`src/rtl/dvs_ravens_pkg.sv`:
```
// dvs_ravens_pkg: shared event geometry, receiver FSM states and counter helper.
package dvs_ravens_pkg;
  localparam int DVS_X_BITS = 8;
  localparam int DVS_Y_BITS = 8;
  localparam int EVENT_BITS = DVS_X_BITS + DVS_Y_BITS + 1;
  typedef logic [EVENT_BITS-1:0] event_t;
  typedef enum logic [1:0] {IDLE, CAPTURE, ACK} aer_rx_state_t;
  function automatic logic [15:0] sat_inc(input logic [15:0] v);
    return &v ? v : v + 16'd1;
  endfunction
endpackage

```
`src/rtl/dvs_aer_receiver_if.sv`:
```
// dvs_aer_receiver_if: camera AER handshake plus event-queue push bundle.
interface dvs_aer_receiver_if;
  import dvs_ravens_pkg::*;
  logic        aer_req;
  event_t      aer_addr;
  logic        aer_ack;
  logic        queue_full;
  event_t      event_out;
  logic        wr_en;
  logic [15:0] evt_count;
  logic        stall;
  modport slave (
    input  aer_req, aer_addr, queue_full,
    output aer_ack, event_out, wr_en, evt_count, stall
  );
  modport master (
    output aer_req, aer_addr, queue_full,
    input  aer_ack, event_out, wr_en, evt_count, stall
  );
endinterface

```
`src/rtl/dvs_sync_ff.sv`:
```
// dvs_sync_ff: multi-stage flip-flop synchronizer for a single asynchronous bit.
module dvs_sync_ff #(
  parameter int STAGES = 2
) (
  input  logic clk,
  input  logic rst_n,
  input  logic i_d,
  output logic o_q
);
  logic [STAGES-1:0] r_sync;
  always_ff @(posedge clk) begin
    r_sync <= !rst_n ? '0 : {r_sync[STAGES-2:0], i_d};
  end
  assign o_q = r_sync[STAGES-1];
endmodule

```
`src/rtl/dvs_aer_receiver.sv`:
```
// dvs_aer_receiver: 4-phase AER receiver pushing captured camera events into a queue.
module dvs_aer_receiver
  import dvs_ravens_pkg::*;
#(
  parameter int SYNC_STAGES = 2
) (
  input logic                clk,
  input logic                rst_n,
  dvs_aer_receiver_if.slave  bus
);
  logic          w_req_s;
  aer_rx_state_t r_state;
  aer_rx_state_t w_next;
  logic          w_stall;
  logic          r_ack;
  logic          r_wr;
  event_t        r_event;
  logic [15:0]   r_evt_count;
  dvs_sync_ff #(.STAGES(SYNC_STAGES)) u_sync (
    .clk   (clk),
    .rst_n (rst_n),
    .i_d   (bus.aer_req),
    .o_q   (w_req_s)
  );
  // aer_addr is bundled data: valid whenever the synchronized request is seen
  always_comb begin
    w_next  = r_state == IDLE    ? ((w_req_s && !bus.queue_full) ? CAPTURE : IDLE) :
              r_state == CAPTURE ? ACK :
              (w_req_s ? ACK : IDLE);
    w_stall = r_state == IDLE && w_req_s && bus.queue_full;
  end
  always_ff @(posedge clk) begin
    if (!rst_n) begin
      r_state     <= IDLE;
      r_ack       <= 1'b0;
      r_wr        <= 1'b0;
      r_event     <= '0;
      r_evt_count <= '0;
    end else begin
      r_state <= w_next;
      r_ack   <= w_next == ACK;
      r_wr    <= w_next == CAPTURE;
      if (r_state == IDLE && w_next == CAPTURE) r_event <= bus.aer_addr;
      if (r_state == CAPTURE) r_evt_count <= sat_inc(r_evt_count);
    end
  end
  assign bus.aer_ack   = r_ack;
  assign bus.wr_en     = r_wr;
  assign bus.event_out = r_event;
  assign bus.evt_count = r_evt_count;
  assign bus.stall     = w_stall;
endmodule
```
`src/flat_wrapper.sv`:
```
// flat-port wrapper written by rule: the top's interface ports become plain ports
module dvs_aer_receiver_flat import dvs_ravens_pkg::*;
#(
  parameter int SYNC_STAGES = 2
)
  (clk, rst_n, bus_aer_req, bus_aer_addr, bus_queue_full, bus_aer_ack, bus_event_out, bus_wr_en, bus_evt_count, bus_stall);
  dvs_aer_receiver_if bus_i ();
  input logic clk;
  input logic rst_n;
  input wire logic [$bits(bus_i.aer_req)-1:0] bus_aer_req;
  input wire logic [$bits(bus_i.aer_addr)-1:0] bus_aer_addr;
  input wire logic [$bits(bus_i.queue_full)-1:0] bus_queue_full;
  output wire logic [$bits(bus_i.aer_ack)-1:0] bus_aer_ack;
  output wire logic [$bits(bus_i.event_out)-1:0] bus_event_out;
  output wire logic [$bits(bus_i.wr_en)-1:0] bus_wr_en;
  output wire logic [$bits(bus_i.evt_count)-1:0] bus_evt_count;
  output wire logic [$bits(bus_i.stall)-1:0] bus_stall;
  assign bus_i.aer_req = bus_aer_req;
  assign bus_i.aer_addr = bus_aer_addr;
  assign bus_i.queue_full = bus_queue_full;
  assign bus_aer_ack = bus_i.aer_ack;
  assign bus_event_out = bus_i.event_out;
  assign bus_wr_en = bus_i.wr_en;
  assign bus_evt_count = bus_i.evt_count;
  assign bus_stall = bus_i.stall;
  dvs_aer_receiver #(.SYNC_STAGES(SYNC_STAGES)) u_core (.clk(clk), .rst_n(rst_n), .bus(bus_i));
endmodule
```
`config.mk`:
```
export PLATFORM = sky130hd
export DESIGN_NAME = dvs_aer_receiver_flat
export DESIGN_NICKNAME = d
export VERILOG_FILES = /design/src/rtl/dvs_ravens_pkg.sv /design/src/rtl/dvs_aer_receiver_if.sv /design/src/rtl/dvs_sync_ff.sv /design/src/rtl/dvs_aer_receiver.sv /design/src/flat_wrapper.sv
export SDC_FILE = /design/constraint.sdc
export NUM_CORES = 1
export LEC_CHECK = 0
export ABC_CLOCK_PERIOD_IN_PS = 2400
export CAP_MARGIN = 20
export CORE_MARGIN = 5
export CORE_UTILIZATION = 44
export DETAILED_ROUTE_END_ITERATION = 16
export PLACE_DENSITY = 0.79
export SLEW_MARGIN = 20
export SYNTH_ARGS = -nofsm -noshare
export SYNTH_HDL_FRONTEND = slang
export SYNTH_HIERARCHICAL = 1
export SYNTH_SLANG_ARGS = --single-unit
```
`constraint.sdc`:
```
create_clock -name clk -period 2.4 [get_ports clk]
set_input_delay 0.24 -clock clk [delete_from_list [all_inputs] [get_ports clk]]
set_output_delay 0.24 -clock clk [all_outputs]
set_load 0.01 [all_outputs]
```
==> reports/metrics.csv <==
stage,metric,value,unit
placed_design,post-detailed-placement half-perimeter wirelength,2870,um
clocking,TritonCTS Sinks,39,
critical_path,cell with the largest stage delay on the worst path,nor4_2,
clocking,largest buffer count on any clock path,2,
drt,routed vias,1546,
placed_design,last weighted congestion value of the routability-driven placer,0.808,
yosys,sequential element share of the synthesized area,49.0,%
flow_run,max-capacitance violation count,0,
power,leak pwr,0.000762,uW
drt,DRT antenna net count,0,
yosys,prevailing post-synth register cell,dfxtp_1,
layout,number of nets in the final layout,267,
clocking,"Clk Latency, worst-skew pair",350,ps
sta,final period utilization,80.0,%
floorplanning,Die Width,70.2,um
global_route,pin count of the biggest net entering global routing,28,
drt,via-per-instance ratio,5.29,
placed_design,instance count after placement with tap cells included,284,
sta,maximum operating frequency,521,MHz
global_route,wire length of the first global-routing pass,6710,um
yosys,number of enable flip-flop cells after synthesis,0,
drt,DRC marker count from the first detailed-route iteration,109,
clocking,number of buffers created by CTS,5,
yosys,async set or reset register ratio after synthesis,0,%
clocking,number of buffers inserted by hold repair at cts,0,
sta,sum of negative setup slack,0,ps
sta,worst rel slew slack,57.9,%
yosys,"Distinct cells, synth",40,
critical_path,"Largest delay share family, worst path",simple AND/OR/NAND/NOR gates,
critical_path,critical path startpoint category,flop,
clocking,Root Driver,clkbuf_4,
drt,final routed wirelength across all metal layers,4000,um
floorplanning,area of the die,4920,um^2
clocking,clock tree from TritonCTS,yes,
yosys,cell type with the highest aggregate area in the netlist,dfxtp_1,
yosys,cell area after technology mapping,1590,um^2
power,PD cells,525,nW/um^2
critical_path,WS Path Type,reg -> reg,
yosys,syn avg cell area,8.66,um^2
global_route,total grt overflow,0,
critical_path,endpoint kind of the worst setup timing path,flop,
clocking,CTS resizes,0,
yosys,total nets after synthesis,206,
layout,n_diodes,0,
outcome,status,completed,
power,Power Total,1210,uW
clocking,clock-pin slew on the worst setup and hold paths,120,ps
layout,share of cells above drive strength 1,8.54,%
placed_design,worst slack after detailed placement,470,ps
floorplanning,number of top-level pins,57,
global_route,number of global-route vias before repair,1408,
global_route,Global Route Usage Sum,17.0,%
yosys,number of instances in the synthesized netlist,184,
floorplanning,Initial Util,46.6,%
sta,worst setup slack after layout,481,ps
sta,worst clock skew,9.25,ps
sta,setup repair after global routing missed its margin,false,
floorplanning,number of placement rows,21,
sta,final critical-path required period,1920,ps
yosys,"FF+latch count, synth",39,
critical_path,Worst path max stage delay,630,ps
power,maximum vdd ir drop,388,uV
critical_path,CP Buf/Inv Count,0,
critical_path,highest fanout seen on the critical path,8,
placed_design,count of input and output buffers,56,
yosys,ranking of synthesized cells by area,"dfxtp_1, nand2_1, a21oi_1",
worst_hold_path,type of the worst min-delay path,in -> reg,
critical_path,signal arrival time at the worst endpoint,2200,ps
critical_path,required time of the worst setup path,2680,ps
layout,Non-Filler Instances,292,
drt,mean routed wirelength per cell,13.7,um
sta,final number of setup-violating endpoints,0,
floorplanning,vertical die dimension,70.2,um
floorplanning,Placeable Area,3420,um^2
clocking,number of levels the H-tree was split into,2,
sta,max-slew violations,0,
sta,final hold viol count,0,
sta,measured slew at the worst slew-check pin,626,ps
layout,area growth from synthesis to layout,44.8,%
yosys,Synth top area share,49.0,%
drt,drc violations,0,
global_route,number of antenna violations at the first check in global routing,0,
yosys,number of synthesis warnings,6,
clocking,number of buffers added for setup after CTS,0,
drt,number of detailed-routing iterations run before antenna repair,4,
critical_path,ordered cell list for the critical path,ha_1 > nand3_1 > nor4_2 > nor4_1 > a211oi_1,
[synth_stat cells (2+ instances only)]
cell      count
o31ai_1       4
nand3_1       5
mux2i_1       2
a211oi_1      3
nand2b_1      2
nor2_1        5
and2_1        2
clkbuf_1      5
a21oi_1      26
nand2_1      44
nor3_1        5
nor4_1        4
nand4_1       4
o41ai_1       2
dfxtp_1      39
and3_1        3
or3_1         2
buf_2         2
or4_1         4
[worst paths after layout]
| kind | startpoint | endpoint | cells after the start | slack, ps |
|---|---|---|---|---|
| worst min-delay path | bus_aer_addr[11] | u_core/bus.event_out[11] | 3 | 410 |
| worst max-delay path | u_core/bus.evt_count[1] | u_core/bus.evt_count[15] | 5 | 480 |
| worst min register to register | u_core/u_sync/r_sync[0] | u_core/u_sync/r_sync[1] | 1 | 450 |
| worst max register to register | u_core/bus.evt_count[1] | u_core/bus.evt_count[15] | 5 | 480 |
[power breakdown]
part | internal [uW] | switching (uW) | leakage [uW]
clock network | 246 | 218 | 0.0000482
logic | 52.2 | 33.3 | 0.000399
registers | 656 | 5.09 | 0.000315
[logic make-up after synthesis]
| family | share of synthesized area, % |
|---|---|
| flops | 49.0 |
| simple gates | 30.2 |
| mux | 1.26 |
| fa+ha+maj | 0.785 |
| xor+xnor | 0.550 |
| compound gates | 15.9 |
| buf+inv | 2.28 |
[tightest hold or removal path: stages]
cell	delay, ps
clkdlybuf4s50_1	390
nand2_1	50
a21oi_1	50
[layout make-up]
type	instances	area (um^2)
clock buffers	6	51.3
clock inverters	2	35.0
fillers	291	1110
inverters	2	7.51
multi-input cells	136	776
flip-flops and latches	39	781
well taps	46	57.6
repair buffers	61	598
[metrics by stage]
| stage | utilization (%) | cell area, um^2 | hold WS [ps] |
|---|---|---|---|
| after floorplan | - | 1590 | 358 |
| after global placement | 65.0 | 2220 | 415 |
| after detailed placement | 65.0 | 2220 | 426 |
| after CTS | 67.5 | 2310 | 404 |
| after global routing | 67.5 | 2310 | 398 |
| final | 67.5 | 2310 | 414 |
[per-layer routing]
metal  vias up  wire (um)  global-route usage (%)
li1        794          -                       -
met1       700       1760                    21.3
met2        43       1920                    26.5
met3         9        235                    6.17
met4         0         90                    6.81
met5         -          0                       0
[flip-flops by register name (all words and copies together) (netlist names)]
signal / count
u_core/bus.aer_ack: 1
u_core/bus.event_out: 17
u_core/bus.evt_count: 16
u_core/bus.wr_en: 1
u_core/r_state: 2
u_core/u_sync/r_sync: 2
[layout by cell type (no fill, tap or decap), drive strengths merged, types with 2 or more instances in the layout]
cell	count
clkdlybuf4s50	56
nand2	44
dfxtp	39
a21oi	26
clkbuf	6
nand3	5
nor3	5
nor2	5
buf	5
nand4	5
nor4	5
or4	5
o31ai	4
and3	3
a211oi	3
nand2b	3
or3	2
o41ai	2
mux2i	2
and2	2
clkinv	2
No activity file was read; power rests on OpenSTA's default activity.
